`config.mk`:
```
export PLATFORM = sky130hd
export DESIGN_NAME = freq_gate_counter
export DESIGN_NICKNAME = d
export VERILOG_FILES = /design/src/rtl/freq_pkg.sv /design/src/rtl/sync_rise_det.sv /design/src/rtl/freq_gate_counter.sv
export SDC_FILE = /design/constraint.sdc
export NUM_CORES = 1
export LEC_CHECK = 0
export CORE_ASPECT_RATIO = 0.8
export CORE_MARGIN = 1
export CORE_UTILIZATION = 54
export CTS_CLUSTER_SIZE = 24
export DETAILED_ROUTE_END_ITERATION = 8
export HOLD_SLACK_MARGIN = 0.05
export PLACE_DENSITY = 0.81
export SYNTH_ARGS = -nofsm -noshare
export SYNTH_HDL_FRONTEND = slang
export SYNTH_SLANG_ARGS = --single-unit
export TNS_END_PERCENT = 100
```
`constraint.sdc`:
```
create_clock -name clk -period 1.8 [get_ports clk]
set_input_delay 0.45 -clock clk [delete_from_list [all_inputs] [get_ports clk]]
set_output_delay 0.45 -clock clk [all_outputs]
set_load 0.1 [all_outputs]
```
`src/rtl/freq_pkg.sv`:
```
// Shared widths, state encoding and saturating-accumulator helper for the
// gated frequency counter.
package freq_pkg;

    localparam int                   COUNT_W   = 8;
    localparam logic [COUNT_W-1:0]   COUNT_MAX = 8'd255;

    typedef enum logic {
        IDLE = 1'b0,
        GATE = 1'b1
    } state_t;

    typedef struct packed {
        logic [COUNT_W-1:0] cnt;
        logic               sat;
    } acc_t;

    // A rise arriving at full scale leaves cnt pinned and latches sat.
    function automatic acc_t acc_add(acc_t a, logic inc);
        acc_t r;
        r = a;
        if (inc) begin
            if (a.cnt == COUNT_MAX)
                r.sat = 1'b1;
            else
                r.cnt = a.cnt + 1'b1;
        end
        return r;
    endfunction

endpackage

```
`src/rtl/sync_rise_det.sv`:
```
// Two-flop synchronizer plus history flop; rise is a one-cycle strobe
// two clocks after the input is first sampled high.
module sync_rise_det (
    input  logic clk,
    input  logic rst_n,
    input  logic d,
    output logic rise
);

    logic s1, s2, s3;

    // Cleared history means an input already high at reset release counts once.
    always_ff @(posedge clk) begin
        if (!rst_n) begin
            s1 <= 1'b0;
            s2 <= 1'b0;
            s3 <= 1'b0;
        end else begin
            s1 <= d;
            s2 <= s1;
            s3 <= s2;
        end
    end

    assign rise = s2 & ~s3;

endmodule

```
`src/rtl/freq_gate_counter.sv`:
```
// Counts sig_in rising edges over fixed GATE_CYCLES windows while en is high,
// publishing each completed window's (saturated) count on bin with a valid strobe.
module freq_gate_counter
    import freq_pkg::*;
#(
    parameter int GATE_CYCLES = 1000
) (
    input  logic               clk,
    input  logic               rst_n,
    input  logic               en,
    input  logic               sig_in,
    output logic [COUNT_W-1:0] bin,
    output logic               valid,
    output logic               overflow
);

    localparam int              TW   = $clog2(GATE_CYCLES);
    localparam logic [TW-1:0]   LAST = TW'(GATE_CYCLES - 1);

    state_t          state;
    logic [TW-1:0]   timer;
    acc_t            acc;
    acc_t            acc_nxt;
    logic            rise;
    logic            terminal;

    sync_rise_det u_sync (
        .clk   (clk),
        .rst_n (rst_n),
        .d     (sig_in),
        .rise  (rise)
    );

    // acc_nxt folds in this cycle's rise so a terminal-cycle edge lands in the closing window.
    assign acc_nxt  = acc_add(acc, rise);
    assign terminal = (timer == LAST);

    always_ff @(posedge clk) begin
        if (!rst_n) begin
            state    <= IDLE;
            timer    <= '0;
            acc      <= '0;
            bin      <= '0;
            valid    <= 1'b0;
            overflow <= 1'b0;
        end else begin
            valid <= 1'b0;
            case (state)
                IDLE: begin
                    timer <= '0;
                    acc   <= '0;
                    if (en)
                        state <= GATE;
                end
                GATE: begin
                    if (!en) begin
                        state <= IDLE;
                        timer <= '0;
                        acc   <= '0;
                    end else if (terminal) begin
                        // Next window starts on the very next cycle, no dead time.
                        bin      <= acc_nxt.cnt;
                        overflow <= acc_nxt.sat;
                        valid    <= 1'b1;
                        timer    <= '0;
                        acc      <= '0;
                    end else begin
                        timer <= timer + 1'b1;
                        acc   <= acc_nxt;
                    end
                end
                default: begin
                    state <= IDLE;
                    timer <= '0;
                    acc   <= '0;
                end
            endcase
        end
    end

endmodule

```
==> qor.yml <==
finish.utilization_pct: 75.6
avgViaCountPerCell: 5.41
run_status: "finished, final reports clean"
wl_per_cell_microns: 14.1
cts_buffers: 5
tritoncts: "built"
total_power_uw: 1300
number_of_h_tree_levels: 2
clock-root-buffer: "clkbuf_4"
numClockSinks: 33
number_of_instances_in_the_synthesized_netlist: 147
post_synth.cell_area_avg_sq_um: 9.27
multi_input_area_sq_um: 652
ios: 14
layout_common_cells: "33 x dfxtp_1, 22 x nor2_1, 13 x nand2_1"
antenna-diode-count: 0
holdWs_ns: 0.452
sequential_cell_area_sq_um: 661
clock_insertion_delay_worst_skew_ns: 0.34
relSlewSlack_pct: 75.5
post_cts_hold_buffer_count: 0
worstRegToRegCells: 4
grt_max_degree: 18
cp_data_arrival_time_ns: 1.94
ys_async_sr_fraction_pct: 0
post-route-min-period_ns: 1.69
crit_type: "reg2reg"
drt_drc_violations_left: 0
post_cts_resize_count: 0
finalHoldViolations: 0
start_util_pct: 60.0
cp.required_ns: 2.04
num_rows: 15
syn2layout_area_growth_pct: 26.1
synth.top_cell.area_share_pct: 48.5
synth_enable_flop_cells: 0
dieWidth_microns: 58.2
finalWorstSetupSlack_ns: 0.106
report.final.slew_viol_count: 0
timing.critical_path.to_type: "flip-flop"
timing.hold.worst_path_depth: 1
max_slew.worst_pin.slew_ns: 0.364
postCtsSetupRepairBufs: 0
num_vias: 1093
grt_first_pass_wirelength_microns: 4820
grt_antenna_before_repair: 0
setup_viol: 0
finalWeightedCongestion: 0.883
path_clk_slew_ns: 0.10
chipHeight_microns: 46.9
setup_skew_ns: 0.00874
tns_ns: 0
die-area_sq_um: 2730
hp-class: "reg2reg"
post_route_cells_drive_above_1_share_pct: 16.7
grt_util_met2_pct: 38.6
grt_setup_unrepaired: "false"
track_usage_pct: 25.0
grt.busiest_layer: "met2"
port-buffer-count: 13
drt-initial-drc-count: 35
core_area_sq_um: 2270
grt_util_met1_pct: 32.1
synth_warnings: 0
max_cap_violations: 0
critPathLaunchType: "flip-flop"
detailedPlace.worstSlack_ns: -0.0910
drtPass1Iterations: 4
peakVddDrop_mv: 0.463
path_max_fanout: 17
final.period_utilization_pct: 94.1
drt-total-wl_microns: 2840
ys_seq_elements: 33
post_synth_main_area_contributors: "dfxtp_1 48%, nor2_1 6.1%, xnor2_1 3.9%"
global_route.overflow_total: 0
final_common_cell: "dfxtp_1"
synth_area_sq_um: 1360
pd_cells_nw_per_um2: 755
power.static_leakage_uw: 0.000683
timing.fmax_ghz: 0.590
grt_pass1_vias: 1027
synth.lib_cells_used.distinct: 30
ctsLongestPathBuffers: 2
post_dp_hpwl_microns: 2070
syn-num-nets: 153
synth_sequential_area_ratio_pct: 48.5
final_antenna_net_count: 0
yosys_most_used_dff: "dfxtp_1"
groute.layer.met3.usage_pct: 9.37
nNetsFinal: 174
final.fill_count: 160
synth.largest_area_cell: "dfxtp_1"
==> area by class of cell <==
type,count,share of cell area [%]
flip-flops and latches,33,38.5
multi-input cells,105,37.9
repair buffers,19,16.0
well taps,34,2.48
clock buffers,5,2.18
clock inverters,2,2.04
inverters,4,0.874
==> metrics by stage <==
step / cells / instance area [sq um]
floorplan: 147 / 1360
global placement: 195 / 1650
detailed placement: 195 / 1650
CTS: 202 / 1720
global route: 202 / 1720
finish: 202 / 1720
==> cell families (layout without fill, tap and decap cells) <==
family | count (synthesis) | after routing | share of synthesized area, %
AOI/OAI and AO/OA | 21 | 21 | 9.27
xor gates and xnor gates | 9 | 9 | 5.79
adders and majority gates | 2 | 2 | 1.84
buffers and inverters | 9 | 30 | 3.67
DFF | 33 | 33 | 48.5
muxes | 3 | 3 | 2.20
and+or+nand+nor | 70 | 70 | 28.7
==> report_power, final <==
| part | switching [uW] | internal (uW) |
|---|---|---|
| combinational | 16.3 | 14.5 |
| sequential | 3.42 | 734 |
| clock | 245 | 282 |
==> critical path, stage by stage (launching register included) <==
cell,delay (ns)
dfxtp_1,0.36
or3b_4,0.44
or3_4,0.38
nand3_4,0.22
and3b_1,0.21
==> synth_stat cells (4+ instances only) <==
library cell	instances
nand4_1	4
and3_1	4
a21oi_1	4
dfxtp_1	33
nor3_1	4
nand2_1	13
nor2_1	22
xnor2_1	6
inv_1	4
a21o_1	4
nand3_1	8
and2_1	4
o21ai_0	7
==> registers in the layout (all words and copies together) (netlist names) <==
register / cells
acc: 9
u_sync.s1: 1
u_sync.s3: 1
overflow: 1
u_sync.s2: 1
timer: 10
valid: 1
state: 1
bin: 8
==> routing by layer <==
layer  wire length, microns  vias to the layer above  share of wire, %
met2                   1210                       36                42
li1                       -                      548                 -
met1                   1370                      497                48
met4                     72                        0               2.5
met5                      0                        -                 0
met3                    192                       12               6.8
==> worst paths after layout <==
check / start / to / slack, ns
max: timer[4] / acc[5] / 0.11
min: u_sync.s1 / u_sync.s2 / 0.45
max reg2reg: timer[4] / acc[5] / 0.11
min reg2reg: u_sync.s1 / u_sync.s2 / 0.45
No activity file was read; power rests on OpenSTA's default activity.
